### src/rtl/mem_seq_pkg.sv
// ============================================================================
// Module : mem_seq_pkg
// Brief  : Shared types and constants for the memory sequencer.
// Rev    : 1.0  initial release
// ============================================================================
`default_nettype none

package mem_seq_pkg;

  localparam int c_XLEN             = 32;
  localparam int c_WAIT_MAX_DEFAULT = 15;
  localparam int c_WAIT_W           = 8;

  typedef enum logic [1:0] {
    IDLE  = 2'b00,
    FETCH = 2'b01,
    DATA  = 2'b10,
    ERR   = 2'b11
  } seq_state_t;

endpackage

`default_nettype wire

### src/rtl/mem_seq_if.sv
// ============================================================================
// Module : mem_seq_if
// Brief  : Single-port memory bus between the sequencer (master) and memory.
// Rev    : 1.0  initial release
// ============================================================================
`default_nettype none

interface mem_seq_if;
  import mem_seq_pkg::*;

  logic              m_req;
  logic              m_we;
  logic [c_XLEN-1:0] m_addr;
  logic [c_XLEN-1:0] m_wdata;
  logic [c_XLEN-1:0] m_rdata;
  logic              m_ready;

  modport master (
    output m_req, m_we, m_addr, m_wdata,
    input  m_rdata, m_ready
  );

  modport slave (
    input  m_req, m_we, m_addr, m_wdata,
    output m_rdata, m_ready
  );

endinterface

`default_nettype wire

### src/rtl/mem_seq_timer.sv
// ============================================================================
// Module : mem_seq_timer
// Brief  : Counts memory wait cycles of one access; flags the last allowed one.
// Rev    : 1.0  initial release
// ============================================================================
`default_nettype none

module mem_seq_timer
  import mem_seq_pkg::*;
#(
  parameter int WAIT_MAX = c_WAIT_MAX_DEFAULT
) (
  input  wire logic clk,
  input  wire logic reset,
  input  wire logic i_clear,
  input  wire logic i_count_en,
  output logic      o_expired
);

  localparam logic [c_WAIT_W-1:0] c_LAST_WAIT = c_WAIT_W'(WAIT_MAX - 1);
  localparam logic [c_WAIT_W-1:0] c_WAIT_CAP  = c_WAIT_W'(WAIT_MAX);

  logic [c_WAIT_W-1:0] r_count;

  always_ff @(posedge clk or negedge reset) begin
    if (!reset) begin
      r_count <= '0;
    end else if (i_clear) begin
      r_count <= '0;
    end else if (i_count_en && (r_count != c_WAIT_CAP)) begin
      r_count <= r_count + 1'b1;
    end
  end

  // The wait that would bring the count to WAIT_MAX is the one that times out.
  assign o_expired = i_count_en && (r_count == c_LAST_WAIT);

endmodule

`default_nettype wire

### src/rtl/mem_sequencer.sv
// ============================================================================
// Module : mem_sequencer
// Brief  : Arbitrates instruction fetch and data access onto one memory port.
// Config : MEM_SEQ_TIMEOUT_EN adds a wait-cycle timeout with a sticky ERR state.
// Rev    : 1.0  initial release
// ============================================================================
`default_nettype none

module mem_sequencer
  import mem_seq_pkg::*;
#(
  parameter int WAIT_MAX = c_WAIT_MAX_DEFAULT
) (
  input  wire logic              clk,
  input  wire logic              reset,
  input  wire logic [c_XLEN-1:0] pc,
  input  wire logic              if_req,
  output logic      [c_XLEN-1:0] instr,
  output logic                   if_valid,
  input  wire logic              d_req,
  input  wire logic              d_we,
  input  wire logic [c_XLEN-1:0] d_addr,
  input  wire logic [c_XLEN-1:0] d_wdata,
  output logic      [c_XLEN-1:0] d_rdata,
  output logic                   d_valid,
  output logic                   stall,
  output logic                   err,
  mem_seq_if.master              mem
);

  if ((WAIT_MAX < 1) || (WAIT_MAX > 255)) begin : g_wait_max_range
    $error("mem_sequencer: WAIT_MAX must lie in 1..255");
  end

  seq_state_t        r_state;
  seq_state_t        w_next_state;
  logic [c_XLEN-1:0] r_addr;
  logic [c_XLEN-1:0] r_wdata;
  logic [c_XLEN-1:0] r_instr;
  logic [c_XLEN-1:0] r_d_rdata;
  logic              r_we;
  logic              r_if_valid;
  logic              r_d_valid;
  logic              w_in_access;
  logic              w_grant_data;
  logic              w_grant_fetch;
  logic              w_timeout;
  logic              w_err;

  // Data has fixed priority over fetch; grants only happen from IDLE.
  assign w_grant_data  = (r_state == IDLE) && d_req;
  assign w_grant_fetch = (r_state == IDLE) && !d_req && if_req;

  always_ff @(posedge clk or negedge reset) begin
    if (!reset) begin
      r_state <= IDLE;
    end else begin
      r_state <= w_next_state;
    end
  end

  always_comb begin
    w_next_state = r_state;
    case (r_state)
      IDLE: begin
        if (d_req) begin
          w_next_state = DATA;
        end else if (if_req) begin
          w_next_state = FETCH;
        end
      end
      FETCH, DATA: begin
        if (mem.m_ready) begin
          w_next_state = IDLE;
        end else if (w_timeout) begin
          w_next_state = ERR;
        end
      end
      ERR:     w_next_state = ERR;
      default: w_next_state = IDLE;
    endcase
  end

  always_comb begin
    w_in_access = 1'b0;
    mem.m_we    = 1'b0;
    case (r_state)
      FETCH: w_in_access = 1'b1;
      DATA: begin
        w_in_access = 1'b1;
        mem.m_we    = r_we;
      end
      default: ;
    endcase
  end

  assign mem.m_req   = w_in_access;
  assign mem.m_addr  = r_addr;
  assign mem.m_wdata = r_wdata;

  always_ff @(posedge clk or negedge reset) begin
    if (!reset) begin
      r_addr     <= '0;
      r_wdata    <= '0;
      r_we       <= 1'b0;
      r_instr    <= '0;
      r_d_rdata  <= '0;
      r_if_valid <= 1'b0;
      r_d_valid  <= 1'b0;
    end else begin
      r_if_valid <= 1'b0;
      r_d_valid  <= 1'b0;
      if (w_grant_data) begin
        r_addr  <= d_addr;
        r_we    <= d_we;
        r_wdata <= d_wdata;
      end else if (w_grant_fetch) begin
        r_addr  <= pc;
        r_we    <= 1'b0;
        r_wdata <= '0;
      end
      if ((r_state == FETCH) && mem.m_ready) begin
        r_instr    <= mem.m_rdata;
        r_if_valid <= 1'b1;
      end
      // Stores complete with a pulse but keep the last load data.
      if ((r_state == DATA) && mem.m_ready) begin
        r_d_valid <= 1'b1;
        if (!r_we) begin
          r_d_rdata <= mem.m_rdata;
        end
      end
    end
  end

`ifdef MEM_SEQ_TIMEOUT_EN
  logic w_wait;

  assign w_wait = w_in_access && !mem.m_ready;

  mem_seq_timer #(
    .WAIT_MAX (WAIT_MAX)
  ) u_timer (
    .clk        (clk),
    .reset      (reset),
    .i_clear    (w_grant_data || w_grant_fetch),
    .i_count_en (w_wait),
    .o_expired  (w_timeout)
  );

  assign w_err = (r_state == ERR);
`else
  assign w_timeout = 1'b0;
  assign w_err     = 1'b0;
`endif

  assign instr    = r_instr;
  assign if_valid = r_if_valid;
  assign d_rdata  = r_d_rdata;
  assign d_valid  = r_d_valid;
  assign err      = w_err;
  assign stall    = (if_req && !r_if_valid) || (d_req && !r_d_valid) || w_err;

endmodule

`default_nettype wire

### src/flat_wrapper.sv
// flat-port wrapper written by rule: the top's interface ports become plain ports
module mem_sequencer_flat import mem_seq_pkg::*;
#(
  parameter int WAIT_MAX = c_WAIT_MAX_DEFAULT
)
  (clk, reset, pc, if_req, instr, if_valid, d_req, d_we, d_addr, d_wdata, d_rdata, d_valid, stall, err, mem_m_req, mem_m_we, mem_m_addr, mem_m_wdata, mem_m_rdata, mem_m_ready);
  mem_seq_if mem_i ();
  input  wire logic clk;
  input  wire logic reset;
  input  wire logic [c_XLEN-1:0] pc;
  input  wire logic if_req;
  output logic      [c_XLEN-1:0] instr;
  output logic if_valid;
  input  wire logic d_req;
  input  wire logic d_we;
  input  wire logic [c_XLEN-1:0] d_addr;
  input  wire logic [c_XLEN-1:0] d_wdata;
  output logic      [c_XLEN-1:0] d_rdata;
  output logic d_valid;
  output logic stall;
  output logic err;
  output wire logic [$bits(mem_i.m_req)-1:0] mem_m_req;
  output wire logic [$bits(mem_i.m_we)-1:0] mem_m_we;
  output wire logic [$bits(mem_i.m_addr)-1:0] mem_m_addr;
  output wire logic [$bits(mem_i.m_wdata)-1:0] mem_m_wdata;
  input wire logic [$bits(mem_i.m_rdata)-1:0] mem_m_rdata;
  input wire logic [$bits(mem_i.m_ready)-1:0] mem_m_ready;
  assign mem_m_req = mem_i.m_req;
  assign mem_m_we = mem_i.m_we;
  assign mem_m_addr = mem_i.m_addr;
  assign mem_m_wdata = mem_i.m_wdata;
  assign mem_i.m_rdata = mem_m_rdata;
  assign mem_i.m_ready = mem_m_ready;
  mem_sequencer #(.WAIT_MAX(WAIT_MAX)) u_core (.clk(clk), .reset(reset), .pc(pc), .if_req(if_req), .instr(instr), .if_valid(if_valid), .d_req(d_req), .d_we(d_we), .d_addr(d_addr), .d_wdata(d_wdata), .d_rdata(d_rdata), .d_valid(d_valid), .stall(stall), .err(err), .mem(mem_i));
endmodule
### config.mk
export PLATFORM = sky130hd
export DESIGN_NAME = mem_sequencer_flat
export DESIGN_NICKNAME = d
export VERILOG_FILES = /design/src/rtl/mem_seq_pkg.sv /design/src/rtl/mem_seq_if.sv /design/src/rtl/mem_seq_timer.sv /design/src/rtl/mem_sequencer.sv /design/src/flat_wrapper.sv
export SDC_FILE = /design/constraint.sdc
export NUM_CORES = 1
export LEC_CHECK = 0
export ABC_AREA = 1
export CELL_PAD_IN_SITES_DETAIL_PLACEMENT = 1
export CELL_PAD_IN_SITES_GLOBAL_PLACEMENT = 1
export CORE_ASPECT_RATIO = 1.75
export CORE_MARGIN = 5
export CORE_UTILIZATION = 31
export CTS_CLUSTER_SIZE = 10
export DETAILED_ROUTE_END_ITERATION = 6
export PLACE_DENSITY_LB_ADDON = 0.1
export SETUP_SLACK_MARGIN = 0.2
export SLEW_MARGIN = 10
export SYNTH_ARGS = -nofsm -noshare
export SYNTH_HDL_FRONTEND = slang
export SYNTH_SLANG_ARGS = --single-unit
### constraint.sdc
create_clock -name clk -period 2.3 [get_ports clk]
set_clock_uncertainty 0.15 [all_clocks]
set_input_delay 0.69 -clock clk [delete_from_list [all_inputs] [get_ports clk]]
set_output_delay 0.69 -clock clk [all_outputs]
set_load 0.02 [all_outputs]
After elaboration in Yosys (flattened, before gate mapping)
Index checks and enable logic that the tools add are counted.
{"block": "word_totals", "reg_bits": 133, "output_inout_bits": 134, "wordCells": 44}
{"block": "classes", "n_eq_ne": 5, "mux": 14, "bitwise": 1, "reduce_logical": 16}
{"cell": "$mux 32", "n": 4}
{"cell": "$logic_and 1x1->1", "n": 7}
{"cell": "$mux 1", "n": 6}
{"cell": "$mux 2", "n": 3}
{"cell": "$pmux 2 s3", "n": 1}
{"cell": "$eq 2x2->1 const B", "n": 2}
{"cell": "$reduce_and 2->1", "n": 2}
{"cell": "$logic_not 1->1", "n": 3}
{"cell": "$ne 3x3->1 const B", "n": 1}
{"cell": "$eq 2x1->1 const B", "n": 1}
{"cell": "$logic_not 2->1", "n": 1}
{"cell": "$ne 2x1->1 const B", "n": 1}
{"cell": "$reduce_bool 2->1", "n": 1}
{"cell": "$reduce_or 2->1", "n": 1}
{"cell": "$logic_or 1x1->1", "n": 1}
{"cell": "$not 1->1", "n": 1}

Logic depth before layout (Yosys ltp)
{"block": "depth", "ltp_word": 5, "ltp_mapped": 8, "ltp_nobuf": 7}

Worst setup path before layout
No wires, ideal clock.
{"block": "synth_timing", "path_type": "input -> output", "start": "input port d_req", "end": "output port stall", "arrival_ps": 1428, "slack_ps": 32, "stages": 4, "path_buffers": 2, "cell_sequence": "buf_2 -> buf_2 -> inv_1 -> o22ai_1"}
{"block": "synth_between", "elab_chain_len": 2}
{"element": "start, declared", "line_no": "flat_wrapper.sv:14", "rtl": "input wire logic d_req;"}
{"element": "$logic_and 1x1->1", "line_no": "mem_sequencer.sv:162", "rtl": "assign stall = (if_req && !r_if_valid) || (d_req && !r_d_valid) || w_err;"}
{"element": "$logic_or 1x1->1", "line_no": "mem_sequencer.sv:162"}
{"element": "end, declared", "line_no": "flat_wrapper.sv:20", "rtl": "output logic stall;"}
Every way passes these cells.

Final worst setup path
{"block": "layout_timing", "start": "register u_core.r_state[1]", "end": "output port mem_m_we"}
{"block": "layout_between", "elab_chain_len": 2}
{"element": "start, declared", "line_no": "mem_sequencer.sv:35", "rtl": "seq_state_t r_state;"}
{"element": "start signal, assigned", "line_no": "mem_sequencer.sv:58", "rtl": "r_state <= w_next_state;"}
{"element": "$eq 2x2->1", "line_no": "mem_sequencer.sv:87", "rtl": "case (r_state)"}
{"element": "$mux 1", "line_no": "mem_sequencer.sv:87"}
{"element": "end, declared", "line_no": "flat_wrapper.sv:23", "rtl": "output wire logic [$bits(mem_i.m_we)-1:0] mem_m_we;"}
Every way passes these cells.

==> flow_metrics.tcl <==
set metrics [dict create \
    cts.sinks 133 \
    hpwlAfterDp_mm 15.40 \
    grt_use_total 0.2003 \
    rows 65 \
    path_clk_slew_ns 0.06 \
    synth_top_family_by_area "simple AND/OR/NAND/NOR gates" \
    grt_max_degree 69 \
    syn_avg_cell_area_sq_um 8.425 \
    whs_ns 0.3150 \
    hp-start "u_core.mem.m_wdata[18]" \
    power_mw 5.763 \
    dieWidth_microns 111.5 \
    avgRoutedWirePerCell_microns 17.54 \
    r2r_end "u_core.mem.m_wdata[5]" \
    synthSimpleGateAreaFrac 0.2691 \
    drv_cap 0 \
    root_buffer "clkbuf_16" \
    synth_compound_area_frac 0.05927 \
    yosysMostFrequentCell "nand2_1" \
    max-vdd-ir-drop_v 0.0004994 \
    cp-end-kind "output pin" \
    ys_seq_elements 133 \
    antenna_found_initial 1 \
    synth.top_cells.by_area "dfrtp_1, nand2_1, nand3_1, o21ai_0, inv_1" \
    seq_area_frac_synth 0.5949 \
    synth_top_area_cell "dfrtp_1" \
    tritoncts "yes" \
    cpMaxStageDelayCell "dfrtp_1" \
    min_to "u_core.mem.m_wdata[18]" \
    syn2layout_area_growth_pct 63.27 \
    start_kind "flip-flop" \
    num-nets-final 1072 \
    critPathMaxStageDelay_ns 0.41 \
    synthesis.nets 803 \
    synth.top_cells.by_count "nand2_1, dfrtp_1, nand3_1, o21ai_0, inv_1" \
    coreArea_sq_um 17890 \
    yosysWarningCount 0 \
    vias 5472 \
    hold_violations 0 \
    detail-route-antenna-nets 0 \
    layout_min_cycle_time_ns 2.160 \
    yosysUniqueCellTypes 15 \
    drive_gt1_frac 0.07937 \
    cts_buffer_depth 2 \
    synth_mux_area_frac 0 \
    period_share 0.9393 \
    worstMarginPinSlew_ns 0.5486 \
    initial_core_util 0.3127 \
    io-pin-count 268 \
    clock.fmax_ghz 0.4629 \
    timing.rr.start "u_core.r_state[0]" \
    reg2reg_slack_ns 0.67 \
    ff_latch_area_sq_um 3328 \
    setup_viol 0 \
    cp_cell_sequence "buf_6 -> ha_4 -> nand2_2 -> inv_2 -> buf_6" \
    maxSlewHeadroom 0.6343 \
    synthXorXnorAreaFrac 0 \
    grt_overflow 0 \
    path_max_fanout 2 \
    outcome "finished clean" \
    hold_depth 2 \
    drt_wl_total_mm 20.70 \
    cts_buffers 17 \
    synth_edf_count 0 \
    netlist_instances 664 \
    syn-cell-area_sq_um 5594 \
    dieArea_sq_um 20940 \
    cp.arrival_ns 1.32 \
    drt_first_pass_iters 4 \
    reg2regPathDepth 8 \
    drt_iter0_drc 150 \
    synth_top_area_frac 0.5949 \
    async_reset_ff_frac 1.000 \
    fillers 2165 \
    multi_input_area_sq_um 1947 \
    crit_type "reg -> out" \
    hold_class "reg -> reg" \
    place_congestion 0.8016 \
    leakage_nw 5.043 \
    h-tree-depth 4 \
    grt_pass1_vias 6195 \
    maxSlewViolCount 0 \
    synth_flop_cell "dfrtp_1" \
    clk_latency_ns 0.40 \
    required_ns 1.46 \
    power_density_nw_per_um2 631.0 \
    rsz0062_at_grt "true" \
    cp_common_cell "buf_6" \
    io_buffers 266 \
    grt_pass1_wl_mm 33.42 \
    via_per_inst 4.637 \
    drc 0 \
    dieHeight_microns 187.7 \
    synth_fa_ha_area_frac 0.01118 \
]
registers in the layout, summed over array words and instances, names as in the netlist:
| signal | flops |
|---|---|
| u_core.d_rdata | 32 |
| u_core.d_valid | 1 |
| u_core.if_valid | 1 |
| u_core.instr | 32 |
| u_core.mem.m_addr | 32 |
| u_core.mem.m_wdata | 32 |
| u_core.r_state | 2 |
| u_core.r_we | 1 |
per-stage QoR:
| step | area [sq um] | TNS, ns | util | std cells | setup slack, ns |
|---|---|---|---|---|---|
| after global placement | 8594 | -1.069 | 0.4804 | 1143 | -0.5446 |
| after CTS | 9114 | 0 | 0.5094 | 1177 | 0.1161 |
| after global routing | 9134 | 0 | 0.5105 | 1180 | 0.09070 |
| after detailed placement | 8594 | -5.052 | 0.4804 | 1143 | -0.5507 |
| final | 9134 | 0 | 0.5105 | 1180 | 0.1396 |
| after floorplan | 5608 | 0 | - | 664 | 0.2032 |
power breakdown:
| group | internal, mW | total (mW) | switching, mW | leakage (nW) |
|---|---|---|---|---|
| clock | 1.82 | 2.86 | 1.04 | 0.290 |
| combinational | 0.274 | 0.506 | 0.232 | 2.96 |
| sequential | 2.38 | 2.40 | 0.0180 | 1.79 |
worst max-delay path by stage:
stage	slack [ns]	cells after the start	endpoint	from
after detailed placement	-0.55	4	stall	if_req
final	0.14	5	mem_m_we	u_core.r_state[1]
after global placement	-0.54	4	stall	if_req
after CTS	0.12	5	mem_m_we	u_core.r_state[1]
after global routing	0.09	5	mem_m_we	u_core.r_state[0]
after floorplan	0.20	4	stall	d_req
placed cells by master, fill, tap and decap left out:
cell type	netlist	layout
dfrtp_1	133	133
clkbuf_16	0	17
o22ai_4	0	1
nor2_4	2	2
clkbuf_2	0	1
nand3_1	67	67
conb_1	1	1
inv_6	0	2
ha_1	5	3
bufinv_16	0	3
dlygate4sd2_1	0	129
clkbuf_8	0	4
inv_2	1	4
o21ai_0	65	65
clkdlybuf4s50_1	0	130
nand2_2	1	3
buf_12	0	6
inv_1	42	39
buf_4	2	16
clkinvlp_4	0	5
nand2_1	304	302
dlygate4sd3_1	0	1
inv_4	1	1
ha_4	0	2
diode_2	0	1
buf_2	27	1
buf_6	0	6
clkdlybuf4s15_2	0	1
final cells by class:
cell class | instances | share of cell area
Clock inverter | 10 | 0.01589
Tap cell | 234 | 0.03205
Multi-Input combinational cell | 446 | 0.2132
Timing Repair Buffer | 291 | 0.3033
Antenna cell | 1 | 0.0002740
Clock buffer | 21 | 0.05260
Inverter | 44 | 0.01836
Sequential cell | 133 | 0.3644
repair_timing:
item / in CTS / in global routing
resized for setup: 158 / 5
setup endpoints to repair: 133 / 20
hold endpoints to repair: 17 / 0
setup buffers: 2 / 2
pin swaps: 1 / 2
hold buffers: 1 / 0
per-layer routing:
layer  vias up  wire [microns]  GRT usage
met5         -               0          0
li1       2602               -          -
met3        31            1483    0.07233
met1      2659            7451     0.2035
met4         0             607    0.07728
met2       180           11160     0.3694
cells by family after synthesis:
kind of cell / count (synthesis)
AOI/OAI and AO/OA: 66
buffers and inverters: 85
and+or+nand+nor: 374
adders and majority gates: 5
DFF: 133
other: 1
critical path, delay by kind of cell (launching register included):
family / cells / cell delay [ns]
adders and majority gates: 1 / 0.16
buffers and inverters: 3 / 0.29
DFF: 1 / 0.41
and+or+nand+nor: 1 / 0.05
Note: power is estimated with default switching activity, not from simulation.
